==> config.mk <==
export PLATFORM = sky130hd
export DESIGN_NAME = prog_ctr_seq
export DESIGN_NICKNAME = d
export VERILOG_FILES = /design/src/rtl/prog_ctr_seq.sv
export SDC_FILE = /design/constraint.sdc
export NUM_CORES = 1
export LEC_CHECK = 0
export ABC_AREA = 1
export BUFFER_PORTS_ARGS = -buffer_cell sky130_fd_sc_hd__buf_2
export CORE_MARGIN = 2
export CORE_UTILIZATION = 35
export DETAILED_ROUTE_END_ITERATION = 16
export GPL_TIMING_DRIVEN = 0
export SLEW_MARGIN = 20
export SYNTH_ARGS = -nofsm -noshare
export SYNTH_HDL_FRONTEND = slang
export SYNTH_SLANG_ARGS = --single-unit
==> constraint.sdc <==
create_clock -name clk -period 2.4 [get_ports clk]
set_input_delay 0.72 -clock clk [delete_from_list [all_inputs] [get_ports clk]]
set_output_delay 0.72 -clock clk [all_outputs]
set_load 0.01 [all_outputs]
==> src/rtl/prog_ctr_seq.sv <==
// rtl/prog_ctr_seq.sv - program-counter sequencer with start/done run handshake
//
// Purpose:
//    Drives the registered fetch address of a combinational instruction ROM.
//    A run starts at START_ADDR when start is seen in IDLE and ends when the
//    decoder flags halt, after which the sequencer parks in DONE until start
//    is released. Next-PC priority while running:
//    halt > stall > ret > call > jump > increment.
//
// Configuration macro:
//    PROG_CTR_LINK_EN - when defined, builds an RS_DEPTH-entry circular return
//    stack so call/ret behave as subroutine call/return. When undefined, call
//    acts as jump and ret simply lets the PC increment.
//
// Ports:
//    clk          - rising-edge clock
//    reset        - synchronous, active-high
//    start        - run request, level-held by the requester
//    done         - high while in DONE
//    halt         - decoded halt in the current instruction
//    stall        - hold the PC this cycle
//    jump         - load target into the PC
//    call         - subroutine call to target
//    ret          - return from subroutine
//    target       - absolute next address for jump/call
//    prog_ctr_out - registered ROM address
//    fetch_valid  - instruction at prog_ctr_out executes this cycle
//    cycle_ct     - saturating count of RUN cycles of the current/last run

module prog_ctr_seq #(
   parameter int unsigned D          = 12,
   parameter int unsigned START_ADDR = 0,
   parameter int unsigned RS_DEPTH   = 4
) (
   input  logic         clk,
   input  logic         reset,
   input  logic         start,
   output logic         done,
   input  logic         halt,
   input  logic         stall,
   input  logic         jump,
   input  logic         call,
   input  logic         ret,
   input  logic [D-1:0] target,
   output logic [D-1:0] prog_ctr_out,
   output logic         fetch_valid,
   output logic [15:0]  cycle_ct
);

   typedef enum logic [1:0] {
      S_IDLE = 2'd0,
      S_RUN  = 2'd1,
      S_DONE = 2'd2
   } state_t;

   localparam logic [D-1:0] START_PC = D'(START_ADDR);

   // The return stack needs at least one entry when it is built.
   if (RS_DEPTH < 1) begin : g_bad_rs_depth
      $error("prog_ctr_seq: RS_DEPTH must be at least 1");
   end

   state_t       state, state_n;
   logic [D-1:0] pc_n;
   logic [15:0]  cyc_n;
   logic [D-1:0] pc_inc;

   // Natural D-bit overflow gives the required wrap from 2**D-1 to 0.
   assign pc_inc = prog_ctr_out + {{(D-1){1'b0}}, 1'b1};

`ifdef PROG_CTR_LINK_EN
   localparam int SP_W = (RS_DEPTH > 1) ? $clog2(RS_DEPTH) : 1;
   localparam int CT_W = $clog2(RS_DEPTH + 1);

   logic [D-1:0]    rs_mem [RS_DEPTH];
   logic [SP_W-1:0] rs_sp;       // next slot to write
   logic [CT_W-1:0] rs_ct;       // live entries, capped at RS_DEPTH
   logic [SP_W-1:0] rs_top;      // slot holding the most recent push
   logic [SP_W-1:0] rs_sp_inc;
   logic            rs_empty;
   logic            rs_full;
   logic            rs_push;
   logic            rs_pop;
   logic            rs_clr;

   assign rs_top    = (rs_sp == '0) ? SP_W'(RS_DEPTH - 1) : rs_sp - SP_W'(1);
   assign rs_sp_inc = (rs_sp == SP_W'(RS_DEPTH - 1)) ? '0 : rs_sp + SP_W'(1);
   assign rs_empty  = (rs_ct == '0);
   assign rs_full   = (rs_ct == CT_W'(RS_DEPTH));

   // Circular stack: a push while full overwrites the oldest entry simply
   // because the write pointer has wrapped onto it; the count stays capped.
   always_ff @(posedge clk) begin
      if (reset || rs_clr) begin
         rs_sp <= '0;
         rs_ct <= '0;
      end else if (rs_push) begin
         rs_mem[rs_sp] <= pc_inc;
         rs_sp         <= rs_sp_inc;
         if (!rs_full) rs_ct <= rs_ct + CT_W'(1);
      end else if (rs_pop) begin
         rs_sp <= rs_top;
         rs_ct <= rs_ct - CT_W'(1);
      end
   end
`endif

   always_ff @(posedge clk) begin
      if (reset) begin
         state        <= S_IDLE;
         prog_ctr_out <= START_PC;
         cycle_ct     <= '0;
      end else begin
         state        <= state_n;
         prog_ctr_out <= pc_n;
         cycle_ct     <= cyc_n;
      end
   end

   always_comb begin
      state_n = state;
      pc_n    = prog_ctr_out;
      cyc_n   = cycle_ct;
`ifdef PROG_CTR_LINK_EN
      rs_push = 1'b0;
      rs_pop  = 1'b0;
      rs_clr  = 1'b0;
`endif
      case (state)
         S_IDLE: begin
            if (start) begin
               state_n = S_RUN;
               pc_n    = START_PC;
               cyc_n   = '0;
`ifdef PROG_CTR_LINK_EN
               rs_clr  = 1'b1;
`endif
            end
         end
         S_RUN: begin
            // Counts every RUN cycle, stalled and halting ones included.
            if (cycle_ct != 16'hFFFF) cyc_n = cycle_ct + 16'd1;
            if (halt) begin
               state_n = S_DONE;
            end else if (stall) begin
               pc_n = prog_ctr_out;
            end else if (ret) begin
`ifdef PROG_CTR_LINK_EN
               // Returning with nothing to return to ends the program.
               if (rs_empty) begin
                  state_n = S_DONE;
               end else begin
                  pc_n   = rs_mem[rs_top];
                  rs_pop = 1'b1;
               end
`else
               pc_n = pc_inc;
`endif
            end else if (call) begin
               pc_n = target;
`ifdef PROG_CTR_LINK_EN
               rs_push = 1'b1;
`endif
            end else if (jump) begin
               pc_n = target;
            end else begin
               pc_n = pc_inc;
            end
         end
         S_DONE: begin
            // A start that is still held must be released before a rerun.
            if (!start) state_n = S_IDLE;
         end
         default: begin
            state_n = S_IDLE;
         end
      endcase
   end

   assign done        = (state == S_DONE);
   assign fetch_valid = (state == S_RUN);

endmodule

======== Word level (Yosys, flattened, before mapping) ========
Index checks and enable logic that the tools add are counted.
word-level totals
  latch bits .............................. 0
  register bits ........................... 30
  input bits .............................. 20
  memories ................................ 0
  RAM bits ................................ 0
  bits in read-only memories .............. 0
cells by class
  add/subtract/negate cells ............... 2
  multipliers ............................. 0
  $lt $le $gt $ge ......................... 0
  multiplexer cells ....................... 14
  div/mod/pow operators ................... 0
  eq/ne operators ......................... 9
  shift-type cells ........................ 0
  reduce and logical (&&, ||, !) cells .... 5
  bitwise logic cells ..................... 0
operators with widths
  kind                   number
  $mux 12                6
  $mux 16                2
  $pmux 16 s2            1
  $pmux 12 s2            1
  $add 16x1->16 const B  1
  $ne 16x16->1 const B   1
  $add 12x1->12 const B  1
  $ne 2x2->1 const B     5
  $mux 2                 3
  $pmux 2 s3             1
  $reduce_and 3->1       2
  $reduce_and 4->1       1
  $eq 2x1->1 const B     1
  $eq 2x2->1 const B     1
  $logic_not 2->1        1
  $ne 2x1->1 const B     1
  $reduce_bool 2->1      1

======== Logic depth before layout (Yosys ltp) ========
  depth in word-level cells ............... 7
  gate-level depth with buffers ........... 10

======== Least setup slack after synthesis ========
OpenSTA, ideal clock, no wires.
  kind .................................... input-to-reg
  from .................................... input jump
  to ...................................... register prog_ctr_out[6]
  data arrival time ....................... 1.548 ns
  library setup time ...................... 0.132 ns
  stages on the path ...................... 5
  data required time ...................... 2.268 ns
  slack ................................... 0.720 ns
  path buffers ............................ 1
  cells stage by stage .................... o21ai_0 > clkbuf_1 > o21ai_0 > nand3_1 > a21oi_1
between the ends
  word-level cells in the longest chain between the ends .. 6
ends and longest elaborated chain
  what                    line  text
  start: declaration      41    input logic jump,
  $mux 12                 164   end else if (jump) begin
  $mux 12                 159   end else if (call) begin
  $mux 12                 147   end else if (ret) begin
  $mux 12                 145   end else if (stall) begin
  $mux 12                 143   if (halt) begin
  $pmux 12 s2             129   case (state)
  end signal: assignment  115   prog_ctr_out <= pc_n;
  end: declaration        45    output logic [D-1:0] prog_ctr_out,
No other way between the ends. The select of a mux whose other input is x is not followed.
A chain may end at the register's enable or synchronous reset.

======== Worst setup path after layout ========
  from .................................... register state[0]
  to ...................................... output fetch_valid
between the ends
  word-level cells in the longest chain between the ends .. 1
ends and longest elaborated chain
  what                      line  text
  start: declaration        63    state_t state, state_n;
  start signal: assignment  114   state <= state_n;
  $eq 2x1->1                181   assign fetch_valid = (state == S_RUN);
  end: declaration          46    output logic fetch_valid,
No other way between the ends.

==> reports/results.txt <==
In this run, the number of DRC markers left after iteration 0 of detailed routing was 43. For this run, the top clock speed supported by timing is 474 MHz. The worst IR drop on VDD was 0.284 mV; the flip-flop and latch count after synthesis was 30. Counting every net in the synthesized netlist gives 309. In this run the standard cell core region covers 5070 µm². The worst setup path is launched from a flop.

Setup repair after global routing left no endpoint under its margin. In this run the cell area of the synthesized design comes to 1840 µm². The tools report the final-report hold violation count as 0.

Of the synthesized area, sequential elements account for 32.7%. The number of antenna violations at the first check in global routing is 0, and the summed area of non-filler cells in the final layout is 2300 µm². The flow ran to the end, and the final reports show no timing, DRC or antenna violations.

Clock-pin slew was measured on the worst setup and hold paths at 70 ps. For the leakage power, the log shows 0.00103 µW. The layout cell share with drive strength beyond 1 is 21.6%, and the initial core utilization is 36.2%. The wire-length estimate of the detail-placed layout is 3.67 mm.

STA puts the critical path data arrival time at 1390 ps. The final critical delay including setup and external delays came out at 2110 ps. Die outline area: 5840 µm².

Yosys attributes the largest share of cell area to sky130_fd_sc_hd__dfxtp_1 (33%), sky130_fd_sc_hd__nand2_1 (16%), sky130_fd_sc_hd__nor2_1 (7.2%). The most common cell in the netlist was sky130_fd_sc_hd__nand2_1. The floorplan has 26 rows. The final layout contains 363 nets.

In this run the cell area measured after placement is 2160 µm². The clock passes through at most 2 buffers. The required time of the critical path is 1680 ps. The layout overhead on the synthesized area was 25.4%.

Synthesized netlist cell count: 287. Once detail routing completed, the nets flagged for antenna violations numbered 0. The Yosys step of the flow raised 0 warnings. The share of flip-flops with an asynchronous set or reset after synthesis came out at 0%. TritonCTS built the clock tree.

The worst pin sits at a relative slew slack of 63.5%. Before antenna repair, the detailed router went through 4 iterations. The run gives 28 as the number of unique standard cell types used by synthesis. The tool flagged a number of max-cap violations equal to 0. The biggest area contributor in the post-synthesis netlist is sky130_fd_sc_hd__dfxtp_1. The tools report the non-filler instance count after layout as 412. Wire length of the first global-routing pass: 8.12 mm.

In this run, synthesis inferred 0 flip-flops with an integrated enable. The die outline width is 76.4 µm. The total negative slack was 0 ps. The path class of the lowest-slack min-delay path is reg -> reg. In this run the clock root is driven by a sky130_fd_sc_hd__clkbuf_8. The met2 capacity usage during global routing was 28.5%. The ratio of total power to cell area works out to 557 nW/µm². The met1 demand-to-capacity share in global routing was 21.3%; the insertion delay of the later-clocked pin in the worst-skew pair was 280 ps.

Hold repair after CTS inserted 0 buffers. The classification of the worst setup path is reg -> out. The final route contains 1,953 vias. The number of placed instances, taps included, is 405. In the routed layout, each cell is associated on average with a via count of 4.74. In this run, CTS created clock tree buffers numbering 5. The routed length per placed instance is 12.0 µm.

Entering global routing, the biggest net connects 11 pins. The predominant post-synthesis flop cell was sky130_fd_sc_hd__dfxtp_1. For met3 alone, demand over resource in global routing was 4.50%. After synthesis, the largest area contributor takes up 32.7% of total cell area. The clock tree synthesis step divided the H-tree into 2 levels. The run gives 0 as the antenna diode count. CTS sink count: 30.

The height of the chip works out to 76.4 µm. Routability-driven placement finished with a final weighted congestion of 0.856. After layout, the worst path uses 87.9% of the clock period. The DRC violations left came out at 0. The port buffer count works out to 48. The worst clock skew came out at 5.83 ps. The total congestion overflow after global routing is 0, and the overall fraction of global-route tracks in use is 17.3%. STA classifies the critical path endpoint as an output port.

50 I/O pins were placed. The largest fanout of any net on the critical path is 13, and the synthesized area divided by synthesized cell count is 6.40 µm². The transition time at the pin with the least slew margin was 544 ps. The run gives 0 as the number of max-slew violations in the final report. The busiest metal layer after global routing is met2.

The count of endpoints failing setup in the final report is 0, and the worst hold slack across all endpoints is 508 ps. The tools report the via count of the first global-routing pass as 1,747. After detailed routing, the total wire length is 4.93 mm. By count the netlist is led by sky130_fd_sc_hd__nand2_1 (78), sky130_fd_sc_hd__nor2_1 (35), sky130_fd_sc_hd__dfxtp_1 (30), sky130_fd_sc_hd__inv_1 (27), sky130_fd_sc_hd__a21oi_1 (25).
## final cells by class
cell class / count / area, µm²
buffer: 8 / 42.5
clock buffer: 6 / 82.6
clock inverter: 2 / 60.1
fill: 535 / 2770
inverter: 27 / 101
multi-input combinational: 221 / 1090
sequential: 30 / 601
tap: 70 / 87.6
timing repair buffer: 48 / 240
## state kept, by name, indices dropped and copies added, names as in the netlist
register / flops
cycle_ct: 16
prog_ctr_out: 12
state: 2
## worst max-delay path: stages, from the launching register on
cell	delay, ps
sky130_fd_sc_hd__dfxtp_1	380
sky130_fd_sc_hd__nand2_1	150
sky130_fd_sc_hd__inv_1	360
sky130_fd_sc_hd__buf_2	210
## layer usage
layer	vias to the layer above	part of all wire, %
met4	0	1.2
met2	53	47
met3	7	6.5
li1	1038	-
met1	855	46
met5	-	0
## cells by family after synthesis
kind of cell	Yosys count	share of synthesized area, %
simple gates	162	38.9
fa+ha+maj	2	1.36
compound gates	50	15.7
flops	30	32.7
buf+inv	36	8.04
xor+xnor	7	3.34
## per-stage QoR
| stage | util [%] | total power (µW) | setup WS (ps) |
|---|---|---|---|
| after floorplan | - | 600 | 720 |
| after global placement | 42.7 | 650 | 286 |
| after detailed placement | 42.7 | 650 | 285 |
| after CTS | 45.5 | 1310 | 40.1 |
| after global routing | 45.4 | 1340 | 162 |
| final | 45.4 | 1280 | 290 |
## power by group
part	total, µW	switching [µW]	internal [µW]
sequential	515	9.30	506
clock	647	204	443
combinational	121	78.9	42.5
total	1280	293	991
## cells in the final DEF, fill, tap and decap left out
cell	n
sky130_fd_sc_hd__bufinv_16	2
sky130_fd_sc_hd__buf_2	49
sky130_fd_sc_hd__dfxtp_1	30
sky130_fd_sc_hd__o21ai_1	1
sky130_fd_sc_hd__clkbuf_1	5
sky130_fd_sc_hd__a21boi_0	1
sky130_fd_sc_hd__a211oi_1	1
sky130_fd_sc_hd__nor2_4	1
sky130_fd_sc_hd__a21oi_1	25
sky130_fd_sc_hd__a21oi_2	3
sky130_fd_sc_hd__nor2_1	35
sky130_fd_sc_hd__nand2_1	78
sky130_fd_sc_hd__nand3_1	24
sky130_fd_sc_hd__o21ai_0	11
sky130_fd_sc_hd__nand3b_1	3
sky130_fd_sc_hd__nand2_2	2
sky130_fd_sc_hd__xor2_1	7
sky130_fd_sc_hd__ha_1	2
sky130_fd_sc_hd__buf_1	1
sky130_fd_sc_hd__buf_8	1
sky130_fd_sc_hd__nand2_4	2
sky130_fd_sc_hd__a31o_2	1
sky130_fd_sc_hd__inv_1	27
sky130_fd_sc_hd__nor2_2	2
sky130_fd_sc_hd__nand4_1	6
sky130_fd_sc_hd__o21bai_1	3
sky130_fd_sc_hd__or2_2	5
sky130_fd_sc_hd__clkbuf_8	6
sky130_fd_sc_hd__nor3_1	4
sky130_fd_sc_hd__o211ai_1	4
## repair_timing
| action | in CTS | in global routing |
|---|---|---|
| gates resized for setup | 0 | 0 |
| hold endpoints to repair | 0 | 0 |
| setup buffers | 0 | 0 |
| endpoints found under the setup margin | 0 | 1 |
## final timing paths
check,from,endpoint,slack (ps),cells after the start
setup / recovery,state[0]$_SDFFE_PP0P_,fetch_valid,290,3
hold / removal,prog_ctr_out[6]$_SDFFE_PP0P_,prog_ctr_out[6]$_SDFFE_PP0P_,510,2
setup reg to reg,cycle_ct[0]$_SDFFE_PP0P_,cycle_ct[7]$_SDFFE_PP0P_,500,10
hold reg to reg,prog_ctr_out[6]$_SDFFE_PP0P_,prog_ctr_out[6]$_SDFFE_PP0P_,510,2
Note: power is estimated with default switching activity, not from simulation.
